--- src/rtl/timebase_counter.sv ---
//-----------------------------------------------------------------------------
// timebase_counter
//
// Purpose:
//   Divides the free-running clk into a one-cycle tick strobe every DIV
//   cycles and uses each tick to advance a min:sec counter. A small
//   IDLE/RUN/PAUSE controller driven by start/stop/clear gates the counting.
//   Everything runs on clk; tick is a strobe, not a derived clock.
//
// Parameters:
//   DIV     - clk cycles per tick (DIV >= 2)
//   PW      - prescaler width (2**PW >= DIV)
//   SEC_MAX - last seconds value before wrap
//   MIN_MAX - last minutes value before wrap
//
// Ports:
//   clk      in   system clock
//   reset    in   synchronous, active-high reset
//   start    in   level, enter or resume RUN
//   stop     in   level, enter PAUSE from RUN
//   clear    in   level, back to IDLE with all counters zeroed
//   tick     out  one-cycle strobe each prescaler wrap
//   sec      out  seconds count 0..SEC_MAX
//   min      out  minutes count 0..MIN_MAX
//   running  out  high while in RUN
//   wrap     out  one-cycle strobe on MIN_MAX:SEC_MAX -> 0:0
//
// Optional feature (macro TIMEBASE_LOAD_EN):
//   load     in   load sec/min while in IDLE or PAUSE
//   load_sec in   value for sec, saturated to SEC_MAX
//   load_min in   value for min, saturated to MIN_MAX
//-----------------------------------------------------------------------------
module timebase_counter #(
   parameter int DIV     = 50,
   parameter int PW      = 6,
   parameter int SEC_MAX = 59,
   parameter int MIN_MAX = 59
) (
   input  logic       clk,
   input  logic       reset,
   input  logic       start,
   input  logic       stop,
   input  logic       clear,
`ifdef TIMEBASE_LOAD_EN
   input  logic       load,
   input  logic [5:0] load_sec,
   input  logic [5:0] load_min,
`endif
   output logic       tick,
   output logic [5:0] sec,
   output logic [5:0] min,
   output logic       running,
   output logic       wrap
);

   typedef enum logic [1:0] {
      ST_IDLE  = 2'd0,
      ST_RUN   = 2'd1,
      ST_PAUSE = 2'd2
   } state_t;

   state_t          r_state;
   logic [PW-1:0]   r_presc;
   logic [5:0]      r_sec;
   logic [5:0]      r_min;
   logic            r_tick;
   logic            r_wrap;
   logic            r_running;

   // start only takes effect when stop is low (stop has priority).
   logic w_go;
   logic w_presc_last;
   logic w_sec_last;
   logic w_min_last;

   assign w_go         = start & ~stop;
   assign w_presc_last = (r_presc == PW'(DIV - 1));
   assign w_sec_last   = (r_sec == 6'(SEC_MAX));
   assign w_min_last   = (r_min == 6'(MIN_MAX));

`ifdef TIMEBASE_LOAD_EN
   logic       w_load_ok;
   logic [5:0] w_load_sec_sat;
   logic [5:0] w_load_min_sat;

   // Loading is only meaningful while the counter is not advancing.
   assign w_load_ok      = load & (r_state != ST_RUN);
   assign w_load_sec_sat = (load_sec > 6'(SEC_MAX)) ? 6'(SEC_MAX) : load_sec;
   assign w_load_min_sat = (load_min > 6'(MIN_MAX)) ? 6'(MIN_MAX) : load_min;
`endif

   always_ff @(posedge clk) begin
      if (reset || clear) begin
         r_state   <= ST_IDLE;
         r_presc   <= '0;
         r_sec     <= '0;
         r_min     <= '0;
         r_tick    <= 1'b0;
         r_wrap    <= 1'b0;
         r_running <= 1'b0;
      end else begin
         r_tick <= 1'b0;
         r_wrap <= 1'b0;

         case (r_state)
            ST_IDLE, ST_PAUSE: begin
               // PAUSE keeps the prescaler phase so resume is seamless.
               if (w_go) begin
                  r_state   <= ST_RUN;
                  r_running <= 1'b1;
               end else begin
                  r_running <= 1'b0;
               end
            end

            ST_RUN: begin
               if (stop) begin
                  // stop beats a pending prescaler wrap: the tick is
                  // deferred to the first RUN edge after resume.
                  r_state   <= ST_PAUSE;
                  r_running <= 1'b0;
               end else begin
                  r_running <= 1'b1;
                  if (w_presc_last) begin
                     r_presc <= '0;
                     r_tick  <= 1'b1;
                     if (w_sec_last) begin
                        r_sec <= '0;
                        if (w_min_last) begin
                           r_min  <= '0;
                           r_wrap <= 1'b1;
                        end else begin
                           r_min <= r_min + 6'd1;
                        end
                     end else begin
                        r_sec <= r_sec + 6'd1;
                     end
                  end else begin
                     r_presc <= r_presc + PW'(1);
                  end
               end
            end

            default: begin
               r_state   <= ST_IDLE;
               r_running <= 1'b0;
            end
         endcase

`ifdef TIMEBASE_LOAD_EN
         // Never collides with counting: counting only happens in RUN.
         if (w_load_ok) begin
            r_sec <= w_load_sec_sat;
            r_min <= w_load_min_sat;
         end
`endif
      end
   end

   assign tick    = r_tick;
   assign sec     = r_sec;
   assign min     = r_min;
   assign running = r_running;
   assign wrap    = r_wrap;

endmodule

--- config.mk ---
export PLATFORM = sky130hd
export DESIGN_NAME = timebase_counter
export DESIGN_NICKNAME = d
export VERILOG_FILES = /design/src/rtl/timebase_counter.sv
export SDC_FILE = /design/constraint.sdc
export NUM_CORES = 1
export LEC_CHECK = 0
export ABC_CLOCK_PERIOD_IN_PS = 1610
export BUFFER_PORTS_ARGS = -buffer_cell sky130_fd_sc_hd__buf_2
export CELL_PAD_IN_SITES_DETAIL_PLACEMENT = 1
export CELL_PAD_IN_SITES_GLOBAL_PLACEMENT = 1
export CORE_ASPECT_RATIO = 0.7
export CORE_UTILIZATION = 36
export CTS_CLUSTER_SIZE = 40
export DETAILED_ROUTE_END_ITERATION = 10
export HOLD_SLACK_MARGIN = 0.06
export PLACE_DENSITY = 0.78
export SYNTH_ARGS = -nofsm -noshare
export SYNTH_HDL_FRONTEND = slang
export SYNTH_SLANG_ARGS = --single-unit
--- constraint.sdc ---
create_clock -name clk -period 1.61 [get_ports clk]
set_input_delay 0.322 -clock clk [delete_from_list [all_inputs] [get_ports clk]]
set_output_delay 0.322 -clock clk [all_outputs]
set_load 0.01 [all_outputs]
==> summary.md <==
| Metric | Value |
|---|---|
| Largest net degree at the start of global routing | 14 |
| Detail Placement HPWL | 2.328 mm |
| Cts hold-fix bufs | 0 |
| Synth top area cells | dfxtp_1 44%, nor2_1 6.1%, xor2_1 5.0% |
| Core ar. | 2609 sq um |
| Most used DFF post-synth | dfxtp_1 |
| Port Buffers | 19 |
| Width of the die | 66.58 um |
| Synth area leader | dfxtp_1 |
| Global-route usage over all layers | 21.57% |
| Sequential area share after synthesis | 43.81% |
| Post-synth EDFFs | 0 |
| Combinational cell fraction of total power | 4.6% |
| Wire length per cell | 17.61 um |
| H-tree Lvls | 1 |
| Hold Fails Final Rpt | 0 |
| Setup violators final | 7 |
| CTS tree | yes |
| Power share of the clock group | 37.4% |
| DR iter-0 viols | 65 |
| Final Skew | 0.006763 ns |
| Post-synthesis cell area | 1051 sq um |
| Synth Register Bits | 23 |
| Post-layout nets | 172 |
| Fraction of registers with async set/reset | 0% |
| Top cell type's share of synthesized area | 43.81% |
| Root buffer cell | clkbuf_8 |
| Final instance area | 1495 sq um |
| Status | finished with violations |
| Worst setup EP type | flop |
| Total CTS buffers | 3 |
| Clock Path Buffers | 2 |
| Post-synthesis average cell area | 9.060 sq um |
| Clock Latency Late Sink | 0.27 ns |
| Net Count, Synth | 125 |
| Layout cells sized above 1 | 43.83% |
| Min setup slack post-route | -0.1792 ns |
| Num rows | 15 |
| Drt drc | 0 |
| Area grow syn2layout | 42.26% |
| Int Power | 0.7643 mW |
| Cell variety after synth | 31 |
| IO Count | 20 |
| DRT Pass-1 Iters | 4 |
| Max-cap check violation count | 0 |
| Cells after Synth | 116 |
| Final Instance Count excl. Fillers | 196 |
| P_leak | 0.6316 nW |
| Min-Delay Path Class | input port to flop |
| Worst-Margin Slew | 0.3629 ns |
| CTS sink cnt | 23 |
| Dpl cell area | 1330 sq um |
| Pwr/cell area | 659.5 nW/um^2 |
| CP cell instances | inv_2 -> ha_4 -> and4bb_2 -> nand4_1 -> buf_4 -> o21ai_0 -> a21oi_2 |
| WHS | 0.3322 ns |
| CP max-delay cell | dfxtp_2 |
| Setup Slack @ Placement | -0.1334 ns |
| Yosys warns | 0 |
| Final Max Slew Viols | 0 |
| Antenna-violating nets left | 0 |
| Most common cell in the netlist | dfxtp_1 |
| Via count | 1055 |
| Sw frac | 22.49% |
| Critical Path Fanout Max | 5 |
| Number of global-route vias before repair | 994 |
| Routability cong. | 0.8259 |
| Seq pwr share | 58.0% |
| Critical Path AT | 1.95 ns |
| RSZ-0062 raised after global routing | true |
| Ant. Diodes | 0 |
| Fmax | 0.5589 GHz |
| Initial Utilization | 40.29% |
| CP required | 1.77 ns |
| Placed Instances | 186 |
| GRT met3 Usage | 7.039% |
| DIE HEIGHT | 47.21 um |
| Total Power | 0.9860 mW |
| Crit Path Category | flop to flop |
| Maximum vdd drop | 0.4303 mV |
| First-pass GRT wire length | 4.781 mm |
| Met1 Use GR | 26.09% |
| Failing checks | negative setup slack |
| Met2 usage | 37.98% |
| Max stage delay on crit path | 0.33 ns |
| GRT overflow | 0 |
| P_sw | 0.2217 mW |
| Die ar. | 3143 sq um |
| Clk pin slew, worst setup/hold paths | 0.09 ns |
| Total Wirelength | 3.451 mm |
| Initial antenna violation count | 0 |
| Vias/cell | 5.383 |
| CP startpoint kind | flop |
| Slew HR | 75.55% |
| Period utilization | 111.1% |
| Min Clock Period, post-route | 1.789 ns |
| Top post-synthesis cells by count | 23 x dfxtp_1, 17 x nor2_1, 9 x a21oi_1, 7 x nand2_1, 7 x o21ai_0 |
| GR peak layer | met2 |
-- worst max-delay path: cells and delay by family, from the launching register on --
kind                     cells  cell delay (ns)
buffers and inverters        2             0.30
AO/OA/AOI/OAI                2             0.45
adder cells (fa/ha/maj)      1             0.12
AND/OR/NAND/NOR              2             0.47
flip-flops                   1             0.33
-- routing by layer --
| metal | vias to the layer above | wire length [um] |
|---|---|---|
| met3 | 7 | 195 |
| met5 | - | 0 |
| li1 | 508 | - |
| met2 | 28 | 1734 |
| met4 | 0 | 38 |
| met1 | 512 | 1482 |
-- per-stage QoR --
step	util, %	TNS [ns]
after global routing	57.31	-1.349
after floorplan	-	0
after global placement	50.98	-0.04208
after CTS	54.24	-0.3224
after detailed placement	50.98	-0.5867
final	57.31	-0.7246
-- flip-flops by register name, summed over array words and instances (netlist names) --
name     flops
min          6
r_presc      6
sec          6
r_state      2
running      1
tick         1
wrap         1
-- cell families after synthesis --
logic type	Yosys count	share of synthesized area, %
and+or+nand+nor	54	30.60
AOI/OAI and AO/OA	21	11.19
muxes	2	1.905
buffers and inverters	5	1.905
DFF	23	43.81
adders and majority gates	4	4.762
xor gates and xnor gates	7	5.833
-- cell type report --
class / instances / area (sq um)
inverters: 2 / 7.507
flip-flops and latches: 23 / 467.9
multi-input cells: 88 / 629.4
repair buffers: 45 / 301.5
fillers: 324 / 1114
clock inverters: 1 / 5.005
clock buffers: 3 / 41.29
well taps: 34 / 42.54
-- power by group through the flow --
stage               clock (mW)  sequential [mW]  combinational, mW
floorplan                    0            0.586             0.0167
global placement             0            0.585             0.0382
detailed placement           0            0.585             0.0388
CTS                      0.373            0.572             0.0396
global route             0.400            0.572             0.0507
finish                   0.368            0.572             0.0455
-- cells in the final DEF, fill, tap and decap left out, drive strengths merged, types with 2 or more instances in the layout --
cell type / instances
clkbuf: 3
and3: 2
nor2: 17
or3: 4
nand4: 5
dfxtp: 23
nand3b: 3
buf: 45
inv: 2
ha: 4
nand3: 4
nand2: 7
or4: 3
a21oi: 9
o31ai: 2
o21ai: 7
xor2: 6
mux2i: 2
o211ai: 2
-- repair_timing --
action,4_1_cts,5_1_grt
resized for setup,6,15
setup endpoints to repair,6,11
pin swaps,9,7
setup buffers,2,4
-- worst paths after layout --
path | cells past startpoint | slack [ns] | startpoint | end
worst max-delay path | 7 | -0.18 | r_presc[1] | min[3]
worst min-delay path | 3 | 0.33 | reset | wrap
worst max register to register | 7 | -0.18 | r_presc[1] | min[3]
worst min register to register | 2 | 0.55 | min[0] | min[0]
Note: power is estimated with default switching activity, not from simulation.
